File: src/rtl/noc_pkg.sv
// Shared NoC router definitions: default geometry, VC index width helper and flit record.
package noc_pkg;

   localparam int NUM_VC_DEF     = 4;
   localparam int DATA_WIDTH_DEF = 32;
   localparam int PORT_NUM_DEF   = 5;

   // Width of a binary VC index; never narrower than one bit.
   function automatic int vch_w(input int n);
      return (n <= 2) ? 1 : $clog2(n);
   endfunction

   typedef struct packed {
      logic [DATA_WIDTH_DEF-1:0] data;
      logic [PORT_NUM_DEF-1:0]   port;
      logic                      tail;
   } flit_t;

endpackage

File: src/rtl/vc_arbmux_rr_arbiter.sv
// Packet-locking VC arbiter: holds the owner while locked, otherwise fixed-priority
// or round-robin search starting at ptr.
module rr_arbiter
   import noc_pkg::*;
#(
   parameter  int N       = NUM_VC_DEF,
   parameter  bit RR_MODE = 1'b1,
   localparam int W       = vch_w(N)
) (
   input  logic [N-1:0] req_i,
   input  logic [W-1:0] ptr_i,
   input  logic         lock_i,
   input  logic [W-1:0] owner_i,
   output logic [N-1:0] gnt_o,
   output logic [W-1:0] idx_o
);

   logic found;

   always_comb begin
      gnt_o = '0;
      idx_o = '0;
      found = 1'b0;
      if (lock_i) begin
         // A locked owner without a flit yields a bubble rather than letting another VC interleave.
         if (req_i[owner_i]) begin
            gnt_o[owner_i] = 1'b1;
            idx_o          = owner_i;
         end
      end else if (RR_MODE) begin
         for (int k = 0; k < N; k++) begin
            if (!found && req_i[(int'(ptr_i) + k) % N]) begin
               found                          = 1'b1;
               gnt_o[(int'(ptr_i) + k) % N] = 1'b1;
               idx_o                          = W'((int'(ptr_i) + k) % N);
            end
         end
      end else begin
         for (int k = 0; k < N; k++) begin
            if (!found && req_i[k]) begin
               found    = 1'b1;
               gnt_o[k] = 1'b1;
               idx_o    = W'(k);
            end
         end
      end
   end

endmodule

File: src/rtl/vc_arbmux.sv
// Router input-port VC arbiter/mux: packet-locked grant feeding a registered
// valid/ready output stage toward the crossbar.
module vc_arbmux
   import noc_pkg::*;
#(
   parameter  int NUM_VC     = NUM_VC_DEF,
   parameter  int DATA_WIDTH = DATA_WIDTH_DEF,
   parameter  int PORT_NUM   = PORT_NUM_DEF,
   parameter  bit RR_MODE    = 1'b1,
   localparam int VCH_W      = vch_w(NUM_VC)
) (
   input  logic                         clk,
   input  logic                         reset,
   input  logic [NUM_VC-1:0]            req,
   input  logic [NUM_VC-1:0]            tail,
   input  logic [NUM_VC*DATA_WIDTH-1:0] idata,
   input  logic [NUM_VC*PORT_NUM-1:0]   iport,
   output logic [NUM_VC-1:0]            vcsel,
   output logic [NUM_VC-1:0]            pop,
   output logic                         ovalid,
   input  logic                         oready,
   output logic [DATA_WIDTH-1:0]        odata,
   output logic [VCH_W-1:0]             ovch,
   output logic [PORT_NUM-1:0]          oport,
   output logic                         otail,
   output logic                         req_any
);

   logic                  lock_q,   lock_d;
   logic [VCH_W-1:0]      owner_q,  owner_d;
   logic [VCH_W-1:0]      ptr_q,    ptr_d;
   logic                  ovalid_q, ovalid_d;
   logic [DATA_WIDTH-1:0] odata_q,  odata_d;
   logic [VCH_W-1:0]      ovch_q,   ovch_d;
   logic [PORT_NUM-1:0]   oport_q,  oport_d;
   logic                  otail_q,  otail_d;

   logic [NUM_VC-1:0]     gnt;
   logic [VCH_W-1:0]      sel;
   logic                  space;
   logic                  fire;

   rr_arbiter #(
      .N       (NUM_VC),
      .RR_MODE (RR_MODE)
   ) u_arb (
      .req_i   (req),
      .ptr_i   (ptr_q),
      .lock_i  (lock_q),
      .owner_i (owner_q),
      .gnt_o   (gnt),
      .idx_o   (sel)
   );

   // Grant is forced off during reset so upstream buffers never see a pop then.
   assign vcsel   = reset ? gnt : '0;
   assign space   = !ovalid_q || oready;
   assign fire    = (|vcsel) && space;
   assign pop     = vcsel & {NUM_VC{fire}};
   assign req_any = |req;

   always_comb begin
      lock_d   = lock_q;
      owner_d  = owner_q;
      ptr_d    = ptr_q;
      ovalid_d = ovalid_q && !oready;
      odata_d  = odata_q;
      ovch_d   = ovch_q;
      oport_d  = oport_q;
      otail_d  = otail_q;
      if (fire) begin
         ovalid_d = 1'b1;
         odata_d  = idata[int'(sel)*DATA_WIDTH +: DATA_WIDTH];
         oport_d  = iport[int'(sel)*PORT_NUM +: PORT_NUM];
         otail_d  = tail[sel];
         ovch_d   = sel;
         if (tail[sel]) begin
            lock_d = 1'b0;
            // The round-robin pointer only advances once a whole packet has gone.
            if (RR_MODE) begin
               ptr_d = (int'(sel) == NUM_VC - 1) ? '0 : sel + VCH_W'(1);
            end
         end else begin
            lock_d  = 1'b1;
            owner_d = sel;
         end
      end
   end

   always_ff @(posedge clk) begin
      if (!reset) begin
         lock_q   <= 1'b0;
         owner_q  <= '0;
         ptr_q    <= '0;
         ovalid_q <= 1'b0;
         odata_q  <= '0;
         ovch_q   <= '0;
         oport_q  <= '0;
         otail_q  <= 1'b0;
      end else begin
         lock_q   <= lock_d;
         owner_q  <= owner_d;
         ptr_q    <= ptr_d;
         ovalid_q <= ovalid_d;
         odata_q  <= odata_d;
         ovch_q   <= ovch_d;
         oport_q  <= oport_d;
         otail_q  <= otail_d;
      end
   end

   assign ovalid = ovalid_q;
   assign odata  = odata_q;
   assign ovch   = ovch_q;
   assign oport  = oport_q;
   assign otail  = otail_q;

endmodule

File: config.mk
export PLATFORM = sky130hd
export DESIGN_NAME = vc_arbmux
export DESIGN_NICKNAME = d
export VERILOG_FILES = /design/src/rtl/noc_pkg.sv /design/src/rtl/vc_arbmux_rr_arbiter.sv /design/src/rtl/vc_arbmux.sv
export SDC_FILE = /design/constraint.sdc
export NUM_CORES = 1
export LEC_CHECK = 0
export CAP_MARGIN = 20
export CORE_UTILIZATION = 42
export DETAILED_ROUTE_END_ITERATION = 7
export PLACE_DENSITY = 0.93
export SKIP_CTS_REPAIR_TIMING = 1
export SLEW_MARGIN = 20
export SYNTH_ARGS = -nofsm -noshare
export SYNTH_HDL_FRONTEND = slang
export SYNTH_SLANG_ARGS = --single-unit
File: constraint.sdc
create_clock -name clk -period 8.74 [get_ports clk]
set_input_delay 1.311 -clock clk [delete_from_list [all_inputs] [get_ports clk]]
set_output_delay 1.311 -clock clk [all_outputs]
set_load 0.02 [all_outputs]
==> results.py, run 1 <==
metrics = {
    "yosys": {
        "synth-adder-area-share_pct": 3.047,
        "syn-mean-instance-area_um2": 7.781,
        "synthXorXnorAreaFrac_pct": 0,
        "yosys.area.top_type": "dfxtp_1",
        "ys_ff_latch": 46,
        "ys_types": 45,
        "yosys-mux-area-fraction_pct": 4.299,
        "synthCells": 475,
        "synth_ff_type": "dfxtp_1",
        "synth_top_family_by_area": "compound AO/OA/AOI/OAI gates",
        "ys_async_sr_fraction_pct": 0,
        "synth-simple-area-share_pct": 26.61,
        "synth_top_area_share_pct": 24.92,
        "syn_area_um2": 3696,
        "synth_edf_count": 0,
        "seq_area_frac_synth_pct": 24.92,
        "yosysWarnings": 0,
        "synth-compound-area-share_pct": 32.06,
        "synthTopCellsByArea": "dfxtp_1, nand2_1, a311o_1",
        "synth_nets": 643,
    },
    "floorplanning": {
        "die_y_um": 95.81,
        "start_util_pct": 44.10,
        "die_w_um": 95.81,
        "rows": 33,
        "die_area_um2": 9180,
        "io-pin-count": 209,
        "core-area_um2": 8382,
    },
    "grt": {
        "antenna_found_initial": 0,
        "grt-ovfl-total": 0,
        "grt_first_pass_wirelength_um": 18710,
        "grt_max_degree": 78,
        "grt_pass1_vias": 3926,
        "grtUsageTotal_pct": 26.11,
    },
    "place": {
        "io_buffers": 208,
        "dp_hpwl_um": 8936,
        "place_ws_ns": 3.076,
        "gp_congestion": 0.9601,
    },
    "worst_setup_path": {
        "crit_arrival_ns": 4.29,
        "crit_required_ns": 7.43,
        "start_kind": "primary input",
        "path_max_fanout": 13,
        "crit_type": "primary input to output pin",
        "crit_top_cell": "clkdlybuf4s50_1",
        "slowest_stage": "mux4_2",
        "slowest_delay_ns": 0.65,
        "path_cells": "clkdlybuf4s50_1, mux4_2, a21oi_1, a221oi_1, a311oi_1, nand4_1, nand2_2, nor2_1, clkdlybuf4s50_1",
        "end_kind": "output pin",
        "crit_buf_inv": 2,
        "critical-path-top-delay-family": "buffers and inverters",
    },
    "final_layout": {
        "drive_above_1_share_pct": 6.512,
        "fillerInstances": 696,
        "area_growth_pct": 55.55,
        "nNetsFinal": 813,
        "diodes": 0,
    },
    "hold_path": {
        "hp-class": "flop to flop",
    },
    "clock_tree": {
        "clock_latency_ns": 0.28,
        "cts_sinks": 46,
        "cts_buffers": 5,
        "clockBufferDepth": 2,
        "htreeDepth": 2,
        "cts_root_buffer": "clkbuf_8",
        "cts.clk_slew.worst_paths_ns": 0.08,
        "cts_tree": "built",
    },
    "timing": {
        "drv_slew": 0,
        "max_slew_margin_pct": 34.75,
        "worst_pin_slew_ns": 0.9787,
        "rsz0062_at_grt": "no",
        "skew_ns": 0.003252,
        "post-route-period-util_pct": 64.13,
        "hold_viol_final": 0,
        "fmax_ghz": 0.1784,
        "fin_ws_ns": 3.135,
        "final.setup.tns_ns": 0,
        "setup_violations": 0,
        "min_period_ns": 5.605,
    },
    "pwr": {
        "ir_worst_vdd_v": 0.0001607,
        "leakage_nw": 2.191,
        "p_per_area_nw_per_um2": 285.2,
    },
    "detailed_routing": {
        "drc": 0,
        "wl_um": 12340,
        "topRoutingLayerUsed": "met4",
        "wl_met2_um": 6364,
        "drt_iter0_drc": 159,
        "first_pass_iters": 5,
        "post_drt_via_cell_ratio": 5.704,
        "vias": 4278,
        "wl_per_cell_um": 16.45,
        "wl_met1_um": 4781,
        "wl_met3_um": 931,
        "ant_nets": 0,
    },
    "run_status": {
        "status": "completed",
    },
    "flow_run": {
        "drv_cap": 0,
    },
}
## kinds of logic after synthesis
family                     after synthesis
AOI/OAI and AO/OA                      140
adders and majority gates                9
buffers and inverters                   64
DFF                                     46
muxes                                   12
and+or+nand+nor                        204
## power breakdown
group          internal (W)  total (W)  switching (W)
Sequential         0.000276   0.000330      0.0000534
Clock             0.0000552   0.000120      0.0000647
Combinational      0.000513    0.00119       0.000677
## placed cells by master (no fill, tap or decap), types with 11 or more instances in the layout
| cell | n |
|---|---|
| a211oi_1 | 39 |
| a21boi_1 | 27 |
| a311o_1 | 37 |
| and3_1 | 38 |
| clkdlybuf4s50_1 | 208 |
| dfxtp_1 | 46 |
| inv_1 | 13 |
| nand2_1 | 112 |
| nand2_2 | 11 |
| nor2_1 | 13 |
## flip-flops by register name, indices dropped and copies added, names as in the netlist
name,count
oport,5
ovalid,1
owner_q,2
lock_q,1
odata,32
otail,1
ovch,2
ptr_q,2
## final cells by class
class | count | area [µm²] | area share (%)
clock buffer | 7 | 76.32 | 1.328
inverter | 14 | 53.80 | 0.9358
multi-input combinational | 365 | 2447 | 42.57
sequential | 46 | 920.9 | 16.02
tap | 105 | 131.4 | 2.285
timing repair buffer | 213 | 2120 | 36.87
## worst min-delay path, cell delays in order, from the launching register on
cell and delay [ns]:
dfxtp_1 0.31, nand2_1 0.05, a21boi_1 0.05
## metal layers
metal	global-route usage [%]	vias to the layer above
met5	0	-
met3	5.371	22
li1	-	2067
met1	30.92	1993
met4	8.209	0
met2	46.96	196
## per-stage QoR
stage	hold slack, ns	util (%)	std cells	total power [W]	area [µm²]
floorplan	0.4843	-	475	0.001225	3696
global placement	0.4408	67.68	743	0.001481	5673
detailed placement	0.4455	67.68	743	0.001517	5673
CTS	0.4554	68.59	750	0.001643	5749
global route	0.4729	68.59	750	0.001774	5749
finish	0.4530	68.59	750	0.001640	5749
## cells in the mapped netlist (all sizes together), types with 3 or more instances
library cell / instances
nor2b: 3
a311o: 37
mux4: 3
a21boi: 37
o21ai: 7
a221oi: 5
a311oi: 4
nand2b: 4
dfxtp: 46
nor2: 13
a211oi: 39
and3: 38
inv: 13
nand3: 5
nand2: 123
mux2i: 8
and2: 4
buf: 22
nand3b: 5
ha: 9
clkbuf: 28
a21oi: 4
## final timing paths
path              from   endpoint  slack [ns]  depth (start not counted)
max             req[1]     pop[0]        3.13                          9
min          odata[13]  odata[13]        0.45                          2
max reg2reg   ptr_q[0]   ptr_q[0]        3.62                         12
min reg2reg  odata[13]  odata[13]        0.45                          2
Power figures use the tool's default switching activity.
==> inputs of run 2 (changes only) <==
--- a/config.mk
+++ b/config.mk
@@ -6,9 +6,9 @@
 export NUM_CORES = 1
 export LEC_CHECK = 0
 export CAP_MARGIN = 20
-export CORE_UTILIZATION = 42
+export CORE_UTILIZATION = 39
 export DETAILED_ROUTE_END_ITERATION = 7
-export PLACE_DENSITY = 0.93
+export PLACE_DENSITY = 0.88
 export SKIP_CTS_REPAIR_TIMING = 1
 export SLEW_MARGIN = 20
 export SYNTH_ARGS = -nofsm -noshare
==> constraint.sdc (replaced) <==
create_clock -name clk -period 5.8 [get_ports clk]
set_input_delay 0.87 -clock clk [delete_from_list [all_inputs] [get_ports clk]]
set_output_delay 0.87 -clock clk [all_outputs]
set_load 0.02 [all_outputs]
==> results.py, run 2 (synthesis results as in run 1) <==
metrics = {
    "timing": {
        "final.setup.tns_ns": 0,
        "rsz0062_at_grt": "no",
        "max_slew_margin_pct": 35.08,
        "setup_violations": 0,
        "drv_slew": 0,
        "hold_viol_final": 0,
        "min_period_ns": 5.228,
        "fmax_ghz": 0.1913,
        "worst_pin_slew_ns": 0.9738,
        "post-route-period-util_pct": 90.14,
        "fin_ws_ns": 0.5721,
        "skew_ns": 0.003854,
    },
    "clock_tree": {
        "clock_latency_ns": 0.29,
        "cts_buffers": 5,
        "htreeDepth": 2,
        "cts_sinks": 46,
        "cts_root_buffer": "clkbuf_8",
        "cts_tree": "built",
        "clockBufferDepth": 2,
        "cts.clk_slew.worst_paths_ns": 0.08,
    },
    "detailed_routing": {
        "vias": 4278,
        "drc": 0,
        "wl_um": 12300,
        "wl_met2_um": 6574,
        "ant_nets": 0,
        "topRoutingLayerUsed": "met4",
        "post_drt_via_cell_ratio": 5.651,
        "first_pass_iters": 5,
        "wl_per_cell_um": 16.24,
        "wl_met1_um": 4606,
        "drt_iter0_drc": 186,
        "wl_met3_um": 884,
    },
    "final_layout": {
        "nNetsFinal": 814,
        "area_growth_pct": 55.96,
        "layout_common_cells": "clkdlybuf4s50_1, nand2_1, dfxtp_1",
        "finalInstanceArea_um2": 5764,
        "diodes": 0,
        "fillerInstances": 821,
        "multi_input_area_um2": 2447,
        "final_common_cell": "clkdlybuf4s50_1",
        "final_util_pct": 62.68,
        "regArea_um2": 920.9,
        "drive_above_1_share_pct": 6.656,
        "largest_reg_flops": 32,
    },
    "grt": {
        "antenna_found_initial": 0,
        "grt_max_degree": 78,
        "grt_first_pass_wirelength_um": 18960,
        "grtUsageTotal_pct": 23.81,
        "grt_pass1_vias": 4100,
        "grt-ovfl-total": 0,
    },
    "hold_path": {
        "hp-class": "flop to flop",
    },
    "worst_setup_path": {
        "crit_type": "flop to flop",
        "crit_required_ns": 5.99,
        "start_kind": "flop",
        "path_max_fanout": 76,
        "crit_arrival_ns": 5.42,
        "end_kind": "flop",
    },
    "place": {
        "io_buffers": 208,
        "place_ws_ns": 0.5161,
        "gp_congestion": 0.9392,
        "dp_hpwl_um": 9060,
        "placed_area_um2": 5688,
    },
    "pwr": {
        "p_per_area_nw_per_um2": 430.2,
        "leakage_nw": 2.196,
        "ir_worst_vdd_v": 0.0003051,
    },
    "floorplanning": {
        "core-area_um2": 9196,
        "die_area_um2": 9870,
        "rows": 35,
        "io-pin-count": 209,
        "die_y_um": 99.35,
        "die_w_um": 99.35,
        "start_util_pct": 40.19,
    },
    "run_status": {
        "status": "completed",
    },
    "flow_run": {
        "drv_cap": 0,
    },
}
-- run 2: cell count changes in the layout (fill, tap and decap cells not counted) --
cell,delta
buf_4,+1
-- run 2: per-stage QoR --
step / power, W / cells / hold slack (ns)
after floorplan: 0.001845 / 475 / 0.4843
after global placement: 0.002228 / 750 / 0.4410
after detailed placement: 0.002300 / 750 / 0.4472
after CTS: 0.002487 / 757 / 0.4576
after global routing: 0.002675 / 757 / 0.4772
final: 0.002480 / 757 / 0.4529
-- run 2: power breakdown --
group	leakage, nW	switching, W	internal [W]
logic	1.78	0.00102	0.000779
registers	0.379	0.0000797	0.000416
clock network	0.0383	0.0000970	0.0000831
-- run 2: area by class of cell --
type / count / area share, %
timing repair buffer: 214 / 36.90
clock buffer: 7 / 1.324
inverter: 14 / 0.9334
multi-input combinational: 365 / 42.46
tap: 111 / 2.409
sequential: 46 / 15.98
-- run 2: final timing paths --
check,start,to,slack (ns),cells past startpoint
worst min register to register,odata[11],odata[11],0.45,2
worst max-delay path,ptr_q[0],otail,0.57,12
worst max register to register,ptr_q[0],otail,0.57,12
worst min-delay path,odata[11],odata[11],0.45,2
-- run 2: metal layers --
metal | track usage [%] | vias up
li1 | - | 2070
met3 | 4.568 | 20
met5 | 0 | -
met2 | 45.83 | 183
met4 | 7.692 | 0
met1 | 25.98 | 2005
-- run 2: critical path, cell delays in order (launching register included) --
cell and delay (ns):
dfxtp_1 0.71, inv_1 0.29, ha_1 0.53, or3b_1 0.16
a2111o_1 0.15, nand3_2 0.14, o21ai_2 0.18, buf_4 0.37
and2_4 0.54, clkinv_2 0.88, a211oi_1 0.77, nor3_2 0.14
o21a_1 0.22
==> inputs of run 3 (changes only) <==
==> constraint.sdc (replaced) <==
create_clock -name clk -period 4.85 [get_ports clk]
set_input_delay 0.7275 -clock clk [delete_from_list [all_inputs] [get_ports clk]]
set_output_delay 0.7275 -clock clk [all_outputs]
set_load 0.02 [all_outputs]
==> results.py, run 3 (synthesis results as in run 1) <==
metrics = {
    "hold_path": {
        "hp-class": "flop to flop",
        "hold_depth": 2,
        "min-delay-start": "odata[24]",
        "min_to": "odata[24]",
    },
    "worst_setup_path": {
        "path_max_fanout": 13,
        "worst_r2r_path_depth": 11,
        "crit_buf_inv": 2,
        "crit_type": "primary input to output pin",
        "slowest_stage": "mux4_2",
        "critical-path-top-delay-family": "buffers and inverters",
        "start_kind": "primary input",
        "crit_required_ns": 4.12,
        "rrSetupSlack_ns": 0.80,
        "slowest_delay_ns": 0.64,
        "end_kind": "output pin",
        "path_cells": "clkdlybuf4s50_1, mux4_2, a21oi_1, a221oi_1, a311oi_1, nand4_1, nand2_2, nor2_1, clkdlybuf4s50_1",
        "crit_arrival_ns": 3.78,
        "r2r-start": "ptr_q[0]",
        "path_depth": 9,
        "startpoint": "req[1]",
        "r2r-end": "otail",
        "crit_top_cell": "clkdlybuf4s50_1",
    },
    "floorplanning": {
        "die_w_um": 99.35,
        "start_util_pct": 40.19,
        "core-area_um2": 9196,
        "rows": 35,
        "die_area_um2": 9870,
        "die_y_um": 99.35,
        "io-pin-count": 209,
    },
    "detailed_routing": {
        "wl_per_cell_um": 15.81,
        "drt_iter0_drc": 143,
        "ant_nets": 0,
        "vias": 4281,
        "wl_um": 12000,
        "first_pass_iters": 4,
        "drc": 0,
        "post_drt_via_cell_ratio": 5.640,
    },
    "grt": {
        "grt_pass1_vias": 4051,
        "grt_first_pass_wirelength_um": 18910,
        "grt_max_degree": 78,
        "grt-ovfl-total": 0,
        "grtUsageTotal_pct": 23.54,
        "antenna_found_initial": 0,
    },
    "timing": {
        "fmax_ghz": 0.2217,
        "skew_ns": 0.01144,
        "max_slew_margin_pct": 45.85,
        "rsz0062_at_grt": "no",
        "min_period_ns": 4.511,
        "final.setup.tns_ns": 0,
        "post-route-period-util_pct": 93.01,
        "hold_viol_final": 0,
        "worst_pin_slew_ns": 0.8123,
        "fin_ws_ns": 0.3391,
        "drv_slew": 0,
        "setup_violations": 0,
    },
    "run_status": {
        "status": "completed",
    },
    "clock_tree": {
        "cts_buffers": 5,
        "htreeDepth": 2,
        "cts.clk_slew.worst_paths_ns": 0.08,
        "clock_latency_ns": 0.30,
        "cts_tree": "built",
        "clockBufferDepth": 2,
        "cts_sinks": 46,
        "cts_root_buffer": "clkbuf_8",
    },
    "pwr": {
        "p_per_area_nw_per_um2": 514.3,
        "leakage_nw": 2.211,
        "ir_worst_vdd_v": 0.0004298,
    },
    "final_layout": {
        "drive_above_1_share_pct": 7.253,
        "area_growth_pct": 56.77,
        "diodes": 0,
        "layout_common_cells": "clkdlybuf4s50_1, nand2_1, dfxtp_1",
        "largest_reg_flops": 32,
        "final_util_pct": 63.01,
        "final_common_cell": "clkdlybuf4s50_1",
        "final_cell_count_no_fill": 759,
        "nNetsFinal": 816,
    },
    "place": {
        "gp_congestion": 0.9481,
        "dp_cells": 752,
        "io_buffers": 208,
        "place_ws_ns": 0.4009,
        "dp_hpwl_um": 8942,
    },
    "flow_run": {
        "drv_cap": 0,
    },
}
-- run 3: cell types whose count changed in the layout (fill, tap and decap cells not counted), sizes merged --
cell,before,now
buf,6,8
-- run 3: final cells by class --
class / instances / area [µm²]
Tap cell: 111 / 138.9
Multi-Input combinational cell: 365 / 2447
Inverter: 14 / 53.80
Clock buffer: 7 / 76.32
Timing Repair Buffer: 216 / 2155
Fill cell: 802 / 3402
Sequential cell: 46 / 923.4
-- run 3: where the power goes --
group          internal [W]  switching (W)  total (W)
clock             0.0000995       0.000124   0.000223
sequential         0.000499      0.0000925   0.000592
combinational      0.000945        0.00122    0.00216
total               0.00154        0.00144    0.00298
-- run 3: how the worst max path moves through the flow --
stage / to
3_5_place_dp: pop[3]
2_1_floorplan: pop[0]
6_report: pop[3]
5_1_grt: pop[3]
3_3_place_gp: pop[2]
4_1_cts: pop[3]
-- run 3: routing by layer --
metal | wire length, µm | GRT usage (%)
met5 | 0 | 0
met4 | 251 | 7.466
met3 | 828 | 5.552
met2 | 6198 | 43.38
met1 | 4722 | 26.68
-- run 3: through the flow --
step                      power (W)  cell area [µm²]  hold slack, ns
after CTS                  0.002994             5792          0.4594
after global placement     0.002693             5715          0.4405
after floorplan            0.002207             3696          0.4843
after detailed placement   0.002762             5715          0.4482
final                      0.002980             5794          0.4583
after global routing       0.003217             5794          0.4751
-- run 3: worst register-to-register path: cells and delay by family, from the launching register on --
family                   cells  cell delay [ns]
adder cells (fa/ha/maj)      1             0.51
buffers and inverters        2             0.85
flip-flops                   1             0.51
AO/OA/AOI/OAI                4             0.98
multiplexers                 1             0.44
AND/OR/NAND/NOR              3             0.65
